[src/rtl/fsb_pkg.sv]
// Shared types, widths and default timing for the FSB cycle terminator.
package fsb_pkg;

  typedef enum logic [1:0] {
    IDLE   = 2'd0,
    ACTIVE = 2'd1,
    TERM   = 2'd2
  } fsbState_t;

  localparam int unsigned DEF_NSRC       = 4;
  localparam int unsigned DEF_TOA_CYC    = 32;
  localparam int unsigned DEF_TOB_CYC    = 256;
  localparam int unsigned DEF_REF_PERIOD = 234;
  localparam int unsigned DEF_REF_URGENT = 64;

  // Bits needed to hold values 0..n.
  function automatic int unsigned cntw(input int unsigned n);
    return (n < 1) ? 1 : $clog2(n + 1);
  endfunction

endpackage

[src/rtl/fsb_refresh_timer.sv]
// Free-running DRAM refresh request timer with urgency escalation.
module fsb_refresh_timer
  import fsb_pkg::*;
#(
  parameter int unsigned REF_PERIOD = DEF_REF_PERIOD,
  parameter int unsigned REF_URGENT = DEF_REF_URGENT
) (
  input  logic CLK_FSB,
  input  logic nRES,
  input  logic RefAck,
  output logic RefReq,
  output logic RefUrgent
);

  localparam int unsigned PW = cntw(REF_PERIOD - 1);
  localparam int unsigned UW = cntw(REF_URGENT);

  logic [PW-1:0] perCnt;
  logic [UW-1:0] urgCnt;
  logic          expire;

  assign expire = (perCnt == '0);

  // Period down-counter, request latch and pending-time urgency counter.
  always_ff @(posedge CLK_FSB or negedge nRES) begin
    if (!nRES) begin
      perCnt    <= PW'(REF_PERIOD - 1);
      urgCnt    <= '0;
      RefReq    <= 1'b0;
      RefUrgent <= 1'b0;
    end else begin
      perCnt <= expire ? PW'(REF_PERIOD - 1) : perCnt - 1'b1;
      if (RefAck) begin
        // A fresh expiry on the ack edge starts a new request with zero age.
        RefReq    <= expire;
        RefUrgent <= 1'b0;
        urgCnt    <= '0;
      end else begin
        if (expire) begin
          RefReq <= 1'b1;
        end
        if (RefReq && !RefUrgent) begin
          urgCnt <= urgCnt + 1'b1;
          if (urgCnt == UW'(REF_URGENT - 1)) begin
            RefUrgent <= 1'b1;
          end
        end
      end
    end
  end

endmodule

[src/rtl/fsb_term_ctrl.sv]
// FSB cycle terminator: source ready/error merge, timeouts, DTACK/VPA/BERR.
module fsb_term_ctrl
  import fsb_pkg::*;
#(
  parameter int unsigned NSRC       = DEF_NSRC,
  parameter int unsigned TOA_CYC    = DEF_TOA_CYC,
  parameter int unsigned TOB_CYC    = DEF_TOB_CYC,
  parameter int unsigned REF_PERIOD = DEF_REF_PERIOD,
  parameter int unsigned REF_URGENT = DEF_REF_URGENT
) (
  input  logic            CLK_FSB,
  input  logic            nRES,
  input  logic            nAS_FSB,
  input  logic [NSRC-1:0] SrcSel,
  input  logic [NSRC-1:0] SrcReady,
  input  logic [NSRC-1:0] SrcBerr,
  input  logic [NSRC-1:0] SrcToEn,
  input  logic            IACS,
  input  logic            RefAck,
  output logic            nDTACK_FSB,
  output logic            nVPA_FSB,
  output logic            nBERR_FSB,
  output logic            ASActive,
  output logic            ASInactive,
  output logic            RefReq,
  output logic            RefUrgent,
  output logic            TimeoutA,
  output logic            TimeoutB
);

  localparam int unsigned CW = cntw(TOB_CYC);

  fsbState_t     state, stateNext;
  logic [CW-1:0] cycCnt, cycCntNext;
  logic          nDtackNext, nVpaNext, nBerrNext;
  logic          asPrev;
  logic          toA, toB, ready, srcBerr, hold, dtackCond, berrCond;

  fsb_refresh_timer #(
    .REF_PERIOD(REF_PERIOD),
    .REF_URGENT(REF_URGENT)
  ) uRefresh (
    .CLK_FSB  (CLK_FSB),
    .nRES     (nRES),
    .RefAck   (RefAck),
    .RefReq   (RefReq),
    .RefUrgent(RefUrgent)
  );

  // Termination conditions for the current ACTIVE cycle.
  assign toA       = (state == ACTIVE) && (cycCnt >= CW'(TOA_CYC));
  assign toB       = (state == ACTIVE) && (cycCnt >= CW'(TOB_CYC));
  assign ready     = (|SrcSel) && (&(~SrcSel | SrcReady | (SrcToEn & {NSRC{toA}})));
  assign srcBerr   = |(SrcSel & SrcBerr);
  assign hold      = RefUrgent && !RefAck;
  assign dtackCond = ready && !hold;
  assign berrCond  = srcBerr || (toB && !IACS && !dtackCond);

  // Next-state, cycle counter and termination selection.
  always_comb begin
    stateNext  = state;
    cycCntNext = cycCnt;
    nDtackNext = 1'b1;
    nVpaNext   = 1'b1;
    nBerrNext  = 1'b1;
    case (state)
      IDLE: begin
        cycCntNext = '0;
        if (!nAS_FSB) begin
          stateNext = ACTIVE;
        end
      end
      ACTIVE: begin
        if (!hold && (cycCnt < CW'(TOB_CYC))) begin
          cycCntNext = cycCnt + 1'b1;
        end
        if (nAS_FSB) begin
          stateNext = IDLE;
        end else if (berrCond) begin
          nBerrNext = 1'b0;
          stateNext = TERM;
        end else if (IACS) begin
          nVpaNext  = 1'b0;
          stateNext = TERM;
        end else if (dtackCond) begin
          nDtackNext = 1'b0;
          stateNext  = TERM;
        end
      end
      TERM: begin
        if (nAS_FSB) begin
          stateNext = IDLE;
        end else begin
          nDtackNext = nDTACK_FSB;
          nVpaNext   = nVPA_FSB;
          nBerrNext  = nBERR_FSB;
        end
      end
      default: stateNext = IDLE;
    endcase
  end

  // State, counter and registered outputs.
  always_ff @(posedge CLK_FSB or negedge nRES) begin
    if (!nRES) begin
      state      <= IDLE;
      cycCnt     <= '0;
      nDTACK_FSB <= 1'b1;
      nVPA_FSB   <= 1'b1;
      nBERR_FSB  <= 1'b1;
      ASActive   <= 1'b0;
      asPrev     <= 1'b1;
      ASInactive <= 1'b1;
      TimeoutA   <= 1'b0;
      TimeoutB   <= 1'b0;
    end else begin
      state      <= stateNext;
      cycCnt     <= cycCntNext;
      nDTACK_FSB <= nDtackNext;
      nVPA_FSB   <= nVpaNext;
      nBERR_FSB  <= nBerrNext;
      ASActive   <= ~nAS_FSB;
      asPrev     <= nAS_FSB;
      ASInactive <= asPrev & nAS_FSB;
      TimeoutA   <= (stateNext == ACTIVE) && (cycCntNext >= CW'(TOA_CYC));
      TimeoutB   <= (stateNext == ACTIVE) && (cycCntNext >= CW'(TOB_CYC));
    end
  end

endmodule

[config.mk]
export PLATFORM = sky130hd
export DESIGN_NAME = fsb_term_ctrl
export DESIGN_NICKNAME = d
export VERILOG_FILES = /design/src/rtl/fsb_pkg.sv /design/src/rtl/fsb_refresh_timer.sv /design/src/rtl/fsb_term_ctrl.sv
export SDC_FILE = /design/constraint.sdc
export NUM_CORES = 1
export LEC_CHECK = 0
export ABC_AREA = 0
export BUFFER_PORTS_ARGS = -buffer_cell sky130_fd_sc_hd__buf_4
export CELL_PAD_IN_SITES_DETAIL_PLACEMENT = 2
export CELL_PAD_IN_SITES_GLOBAL_PLACEMENT = 2
export CORE_ASPECT_RATIO = 2
export CORE_MARGIN = 2
export CORE_UTILIZATION = 35
export CTS_CLUSTER_DIAMETER = 200
export DETAILED_ROUTE_END_ITERATION = 8
export MAX_ROUTING_LAYER = met4
export PLACE_DENSITY = 0.88
export SYNTH_ARGS = -nofsm -noshare
export SYNTH_HDL_FRONTEND = slang
export SYNTH_SLANG_ARGS = --single-unit
[constraint.sdc]
create_clock -name CLK_FSB -period 2.1 [get_ports CLK_FSB]
set_input_delay 0.105 -clock CLK_FSB [delete_from_list [all_inputs] [get_ports CLK_FSB]]
set_output_delay 0.105 -clock CLK_FSB [all_outputs]
set_load 0.02 [all_outputs]
==> impl_metrics.tcl, run 1 <==
set metrics [dict create \
    status "finished, final reports clean" \
    die_w_um 56.0 \
    placed_cells 275 \
    min_to "uRefresh.urgCnt[0]" \
    grt-ovfl-total 0 \
    multiInputGateArea_um2 911 \
    syn_nets 214 \
    drive_gt1_share_pct 27.3 \
    die_area_um2 6040 \
    nFillCells 598 \
    hpwl_mm 3.95 \
    crit_buf_inv 0 \
    hold_viol_final 0 \
    synth_warnings 0 \
    synth.distinct_cells 48 \
    post-route-min-period_ns 1.73 \
    yosys_most_used_dff "dfrtp_1" \
    via_count 1581 \
    wire_per_inst_um 18.4 \
    final_cells 285 \
    wirelength_mm 5.25 \
    clock-root-buffer "clkbuf_8" \
    power.leakage_nw 1.03 \
    synthArstFlopShare_pct 100 \
    ioPinCount 30 \
    maxSlewHeadroom_pct 68.4 \
    peakVddDrop_uv 607 \
    min_delay_path_depth 2 \
    slowest_delay_ns 0.49 \
    timing.setup.tns_ns 0 \
    clk_pin_slew_ns 0.07 \
    post_cts_buffers 0 \
    initial_core_util_pct 36.5 \
    grt_max_degree 37 \
    die_y_um 108 \
    reg2reg_depth 5 \
    setup_viol 0 \
    synth-edff-count 0 \
    drc 0 \
    tightest_slew_ns 0.470 \
    area_delta_synth_final_pct 21.4 \
    arrival_ns 1.94 \
    critPathKind "reg2reg" \
    cts_sinks 36 \
    ys_seq_area_share_pct 48.3 \
    coreArea_um2 5180 \
    first_global_vias 1810 \
    power_density_nw_per_um2 642 \
    maxCapViolCount 0 \
    r2r_slack_ns 0.37 \
    rsz0062_at_grt "false" \
    path_max_fanout 8 \
    crit_chain "nor4_2 -> nor3b_1 -> o221ai_2 -> and3_1 -> o21ai_1" \
    antenna_found_initial 0 \
    syn_avg_cell_area_um2 10.1 \
    fmax_mhz 579 \
    numCtsBuffers 5 \
    drt-initial-drc-count 33 \
    gp_congestion 0.776 \
    fin_crit_sh_pct 82.2 \
    slew_violations 0 \
    ys_seq_elements 36 \
    grt_use_total_pct 19.9 \
    min-delay-start "RefAck" \
    finalClockSkew_ns 0.0111 \
    clk_latency_ns 0.30 \
    std_cell_rows 37 \
    clockBufferDepth 2 \
    grt_pass1_wl_mm 8.91 \
    r2r_start "cycCnt[8]" \
    holdCritPathClass "in2reg" \
    start_kind "flop" \
    diodes 0 \
    postRouteAntennaNets 0 \
    cts_tree "yes" \
    r2r-end "nBERR_FSB" \
    port_buffers 29 \
    cpMaxStageDelayCell "dfrtp_1" \
    post_cts_resized 0 \
    dr.pass1.iters 4 \
    required_ns 2.31 \
    syn-cell-area_um2 1890 \
    syn_inst 188 \
    cp-end-kind "flop" \
    cts_hold_buf 2 \
    ff_latch_area_um2 913 \
    htreeDepth 2 \
    viasPerCell 5.55 \
    critPathTopFamily "simple AND/OR/NAND/NOR gates" \
    fin_nets 252 \
]
==> stage by stage <==
stage	power (mW)	setup WS [ns]	util, %	cell area (µm²)	hold WS [ns]
after floorplan	0.873	0.517	-	1890	-0.191
after global placement	0.976	0.440	42.3	2190	0.0948
after detailed placement	0.988	0.362	42.3	2190	0.102
after CTS	1.49	0.343	44.3	2290	0.0432
after global routing	1.55	0.242	44.3	2290	0.0495
final	1.47	0.373	44.3	2290	0.0513
==> flip-flops by register name, summed over array words and instances, names as in the netlist, 2 cells and up <==
name             flops
cycCnt               9
uRefresh.perCnt      8
uRefresh.urgCnt      7
state                2
==> Yosys cell counts (2+ instances only) <==
cell	number	share of area, %
nor3_1	3	0.79
xor2_1	6	2.8
nor3_2	2	1.1
nand2_1	20	4.0
a21oi_1	7	1.9
xnor2_1	4	1.9
o21ai_1	5	1.3
buf_2	2	0.53
ha_1	5	3.3
nand2b_1	4	1.3
nor2b_1	3	0.99
nor3b_1	6	2.4
and3_1	3	0.99
nor2_1	18	3.6
nor4_2	2	1.3
mux2i_1	3	1.6
nand3_1	8	2.1
and2_1	2	0.66
dfstp_2	10	14
o21ai_0	3	0.79
and4_1	2	0.93
a31oi_2	2	1.3
nor4_1	2	0.66
a22oi_1	2	0.79
inv_1	13	2.6
dfrtp_1	26	34
nand4_1	4	1.3
==> placed cells by master (no fill, tap or decap), types with 2 or more instances in the layout <==
| master | Yosys | routed |
|---|---|---|
| nand2b_1 | 4 | 4 |
| nor3_1 | 3 | 3 |
| nor4_1 | 2 | 2 |
| ha_1 | 5 | 5 |
| nor4_2 | 2 | 2 |
| and2_1 | 2 | 2 |
| nor2_1 | 18 | 18 |
| nand3_1 | 8 | 8 |
| clkbuf_1 | 1 | 2 |
| inv_1 | 13 | 13 |
| nand4_1 | 4 | 4 |
| and4_1 | 2 | 2 |
| dlygate4sd3_1 | 0 | 2 |
| nor3b_1 | 6 | 6 |
| dfstp_2 | 10 | 10 |
| xnor2_1 | 4 | 4 |
| a21oi_1 | 7 | 7 |
| nand2_1 | 20 | 20 |
| xor2_1 | 6 | 6 |
| buf_4 | 0 | 33 |
| nor3_2 | 2 | 2 |
| a22oi_1 | 2 | 2 |
| clkbuf_8 | 0 | 5 |
| o21ai_1 | 5 | 5 |
| mux2i_1 | 3 | 3 |
| nor2b_1 | 3 | 3 |
| and3_1 | 3 | 3 |
| o21ai_0 | 3 | 3 |
| a31oi_2 | 2 | 2 |
| dfrtp_1 | 26 | 26 |
==> worst max-delay path by stage <==
stage,start,slack (ns),to,cells past startpoint
global route,uRefresh.RefUrgent,0.24,TimeoutB,5
global placement,uRefresh.RefUrgent,0.44,nDTACK_FSB,5
floorplan,uRefresh.RefUrgent,0.52,state[0],5
CTS,uRefresh.RefUrgent,0.34,TimeoutB,5
finish,cycCnt[8],0.37,nBERR_FSB,5
detailed placement,uRefresh.RefUrgent,0.36,state[0],5
==> layer usage <==
layer / routed length [µm] / GRT usage [%]
met1: 1860 / 18.3
met4: 156 / 9.86
met2: 3090 / 38.2
met5: 0 / -
met3: 144 / 3.35
==> cell families after synthesis <==
family                     synth area share, %
and+or+nand+nor                           25.6
buffers and inverters                     3.51
muxes                                     2.38
DFF                                       48.3
AOI/OAI and AO/OA                         12.2
adders and majority gates                 3.31
xor gates and xnor gates                  4.63
==> where the power goes <==
group | total (mW) | switching [mW] | leakage, nW | internal [mW]
Combinational | 0.239 | 0.142 | 0.534 | 0.0964
Sequential | 0.736 | 0.0181 | 0.457 | 0.718
Clock | 0.498 | 0.265 | 0.0422 | 0.233
==> cell type report <==
type / instances / area share, %
flip-flops and latches: 36 / 39.8
inverters: 13 / 2.13
well taps: 58 / 3.16
clock buffers: 7 / 3.33
repair buffers: 35 / 11.7
clock inverters: 1 / 0.218
multi-input cells: 135 / 39.7
No activity file was read; power rests on OpenSTA's default activity.
==> inputs of run 2 (changes only) <==
--- a/config.mk
+++ b/config.mk
@@ -11,11 +11,11 @@
 export CELL_PAD_IN_SITES_GLOBAL_PLACEMENT = 2
 export CORE_ASPECT_RATIO = 2
 export CORE_MARGIN = 2
-export CORE_UTILIZATION = 35
+export CORE_UTILIZATION = 32
 export CTS_CLUSTER_DIAMETER = 200
 export DETAILED_ROUTE_END_ITERATION = 8
 export MAX_ROUTING_LAYER = met4
-export PLACE_DENSITY = 0.88
+export PLACE_DENSITY = 0.85
 export SYNTH_ARGS = -nofsm -noshare
 export SYNTH_HDL_FRONTEND = slang
 export SYNTH_SLANG_ARGS = --single-unit
==> constraint.sdc (replaced) <==
create_clock -name CLK_FSB -period 1.5 [get_ports CLK_FSB]
set_input_delay 0.075 -clock CLK_FSB [delete_from_list [all_inputs] [get_ports CLK_FSB]]
set_output_delay 0.075 -clock CLK_FSB [all_outputs]
set_load 0.02 [all_outputs]
==> impl_metrics.tcl, run 2 (same netlist as run 1, synthesis figures left out) <==
set metrics [dict create \
    top_register "cycCnt" \
    dr.pass1.iters 4 \
    fin_nets 275 \
    via_count 1711 \
    dp_slack_ns -0.117 \
    required_ns 1.71 \
    diodes 0 \
    coreArea_um2 5710 \
    slowest_delay_ns 0.42 \
    clockBufferDepth 2 \
    cpMaxStageDelayCell "dfrtp_1" \
    crit_chain "nor4_4 -> nor3b_2 -> o221ai_2 -> a31oi_4 -> a31oi_2" \
    area_delta_synth_final_pct 40.2 \
    std_cell_rows 39 \
    finalClockSkew_ns 0.00453 \
    wirelength_mm 6.52 \
    gp_congestion 0.758 \
    initial_core_util_pct 33.1 \
    grt_pass1_wl_mm 9.96 \
    final_common_cell "buf_4" \
    critPathKind "reg2reg" \
    setup_ws_ns -0.113 \
    drive_gt1_share_pct 43.2 \
    htreeDepth 2 \
    clk_latency_ns 0.29 \
    numCtsBuffers 5 \
    min_to "nVPA_FSB" \
    die_area_um2 6580 \
    r2r-end "TimeoutA" \
    hpwl_mm 4.33 \
    first_global_vias 1986 \
    crit_cells 5 \
    reg2reg_depth 5 \
    crit_buf_inv 0 \
    wire_per_inst_um 21.0 \
    arrival_ns 1.82 \
    clock-root-buffer "clkbuf_16" \
    reg_top3 "cycCnt (9), uRefresh.perCnt (8), uRefresh.urgCnt (7)" \
    drc 0 \
    violations "setup timing" \
    grt_use_total_pct 21.1 \
    final_cells 311 \
    maxCapViolCount 0 \
    tightest_slew_ns 0.554 \
    viasPerCell 5.50 \
    fin_crit_sh_pct 108 \
    largest_reg_flops 9 \
    grt_max_degree 37 \
    holdCritPathClass "in2reg" \
    cp-end-kind "flop" \
    power_density_nw_per_um2 983 \
    fin_area_um2 2650 \
    critPathTopFamily "compound AO/OA/AOI/OAI gates" \
    die_w_um 58.4 \
    post-route-min-period_ns 1.61 \
    power.leakage_nw 1.19 \
    maxSlewHeadroom_pct 62.7 \
    drt-initial-drc-count 64 \
    min-delay-start "IACS" \
    port_buffers 29 \
    r2r_slack_ns -0.11 \
    slew_violations 0 \
    die_y_um 113 \
    path_max_fanout 4 \
    postRouteAntennaNets 0 \
    antenna_found_initial 0 \
    start_kind "flop" \
    cts_sinks 36 \
    placed_cells 297 \
    setup_viol 6 \
    grt-ovfl-total 0 \
    hold_viol_final 0 \
    fmax_mhz 620 \
    cts_tree "yes" \
    status "finished, violations left" \
    placedInstanceArea_um2 2340 \
    rsz0062_at_grt "true" \
    layout_common_cells "buf_4 (56), dfrtp_1 (23), nand2_1 (20)" \
    min_delay_path_depth 4 \
    peakVddDrop_uv 1310 \
    clk_pin_slew_ns 0.06 \
    r2r_start "cycCnt[6]" \
    ioPinCount 30 \
]
## run 2: metrics by stage
stage / hold WS [ns] / total power, mW / setup TNS, ns / util, %
floorplan: -0.221 / 1.22 / -0.0597 / -
global placement: 0.0622 / 1.41 / -0.0486 / 41.0
detailed placement: 0.0705 / 1.44 / -0.333 / 41.0
CTS: 0.108 / 2.59 / -0.323 / 45.1
global route: 0.120 / 2.70 / -1.00 / 46.4
finish: 0.107 / 2.60 / -0.411 / 46.4
## run 2: worst max path at each step
stage                            start         end  slack (ns)
finish                       cycCnt[6]    TimeoutA       -0.11
global route                 cycCnt[5]    TimeoutA       -0.20
CTS                          cycCnt[8]  nDTACK_FSB       -0.09
detailed placement           cycCnt[8]    TimeoutA       -0.12
global placement             cycCnt[8]    TimeoutA       -0.04
floorplan           uRefresh.RefUrgent    TimeoutA       -0.06
## run 2: power breakdown
group          switching (mW)  internal [mW]  leakage (nW)  total [mW]
sequential             0.0269           1.01         0.452        1.03
combinational           0.256          0.195         0.660       0.451
clock                   0.413          0.708        0.0772        1.12
total                   0.695           1.91          1.19        2.60
## run 2: metal layers
metal / global-route usage, % / up-vias / part of all wire, %
li1: - / 776 / -
met2: 40.8 / 43 / 62
met1: 19.8 / 881 / 33
met3: 3.20 / 11 / 2.4
met4: 7.44 / 0 / 2.6
met5: - / - / 0
## run 2: area by class of cell
class,instances,area (µm²)
Fill cell,611,3060
Timing Repair Buffer,58,440
Tap cell,61,76.3
Multi-Input combinational cell,135,1010
Sequential cell,36,917
Inverter,13,48.8
Clock buffer,8,156
## run 2: repair_timing
action	CTS	global route
pin swaps	4	5
gates resized for setup	8	17
setup buffers	2	2
hold endpoints to repair	28	0
setup endpoints to repair	5	13
hold buffers	2	0
## run 2: tightest hold or removal path, stage by stage
cell and delay, ns:
buf_4 0.11, nand3_1 0.06, o21ai_1 0.08, nand2_1 0.06
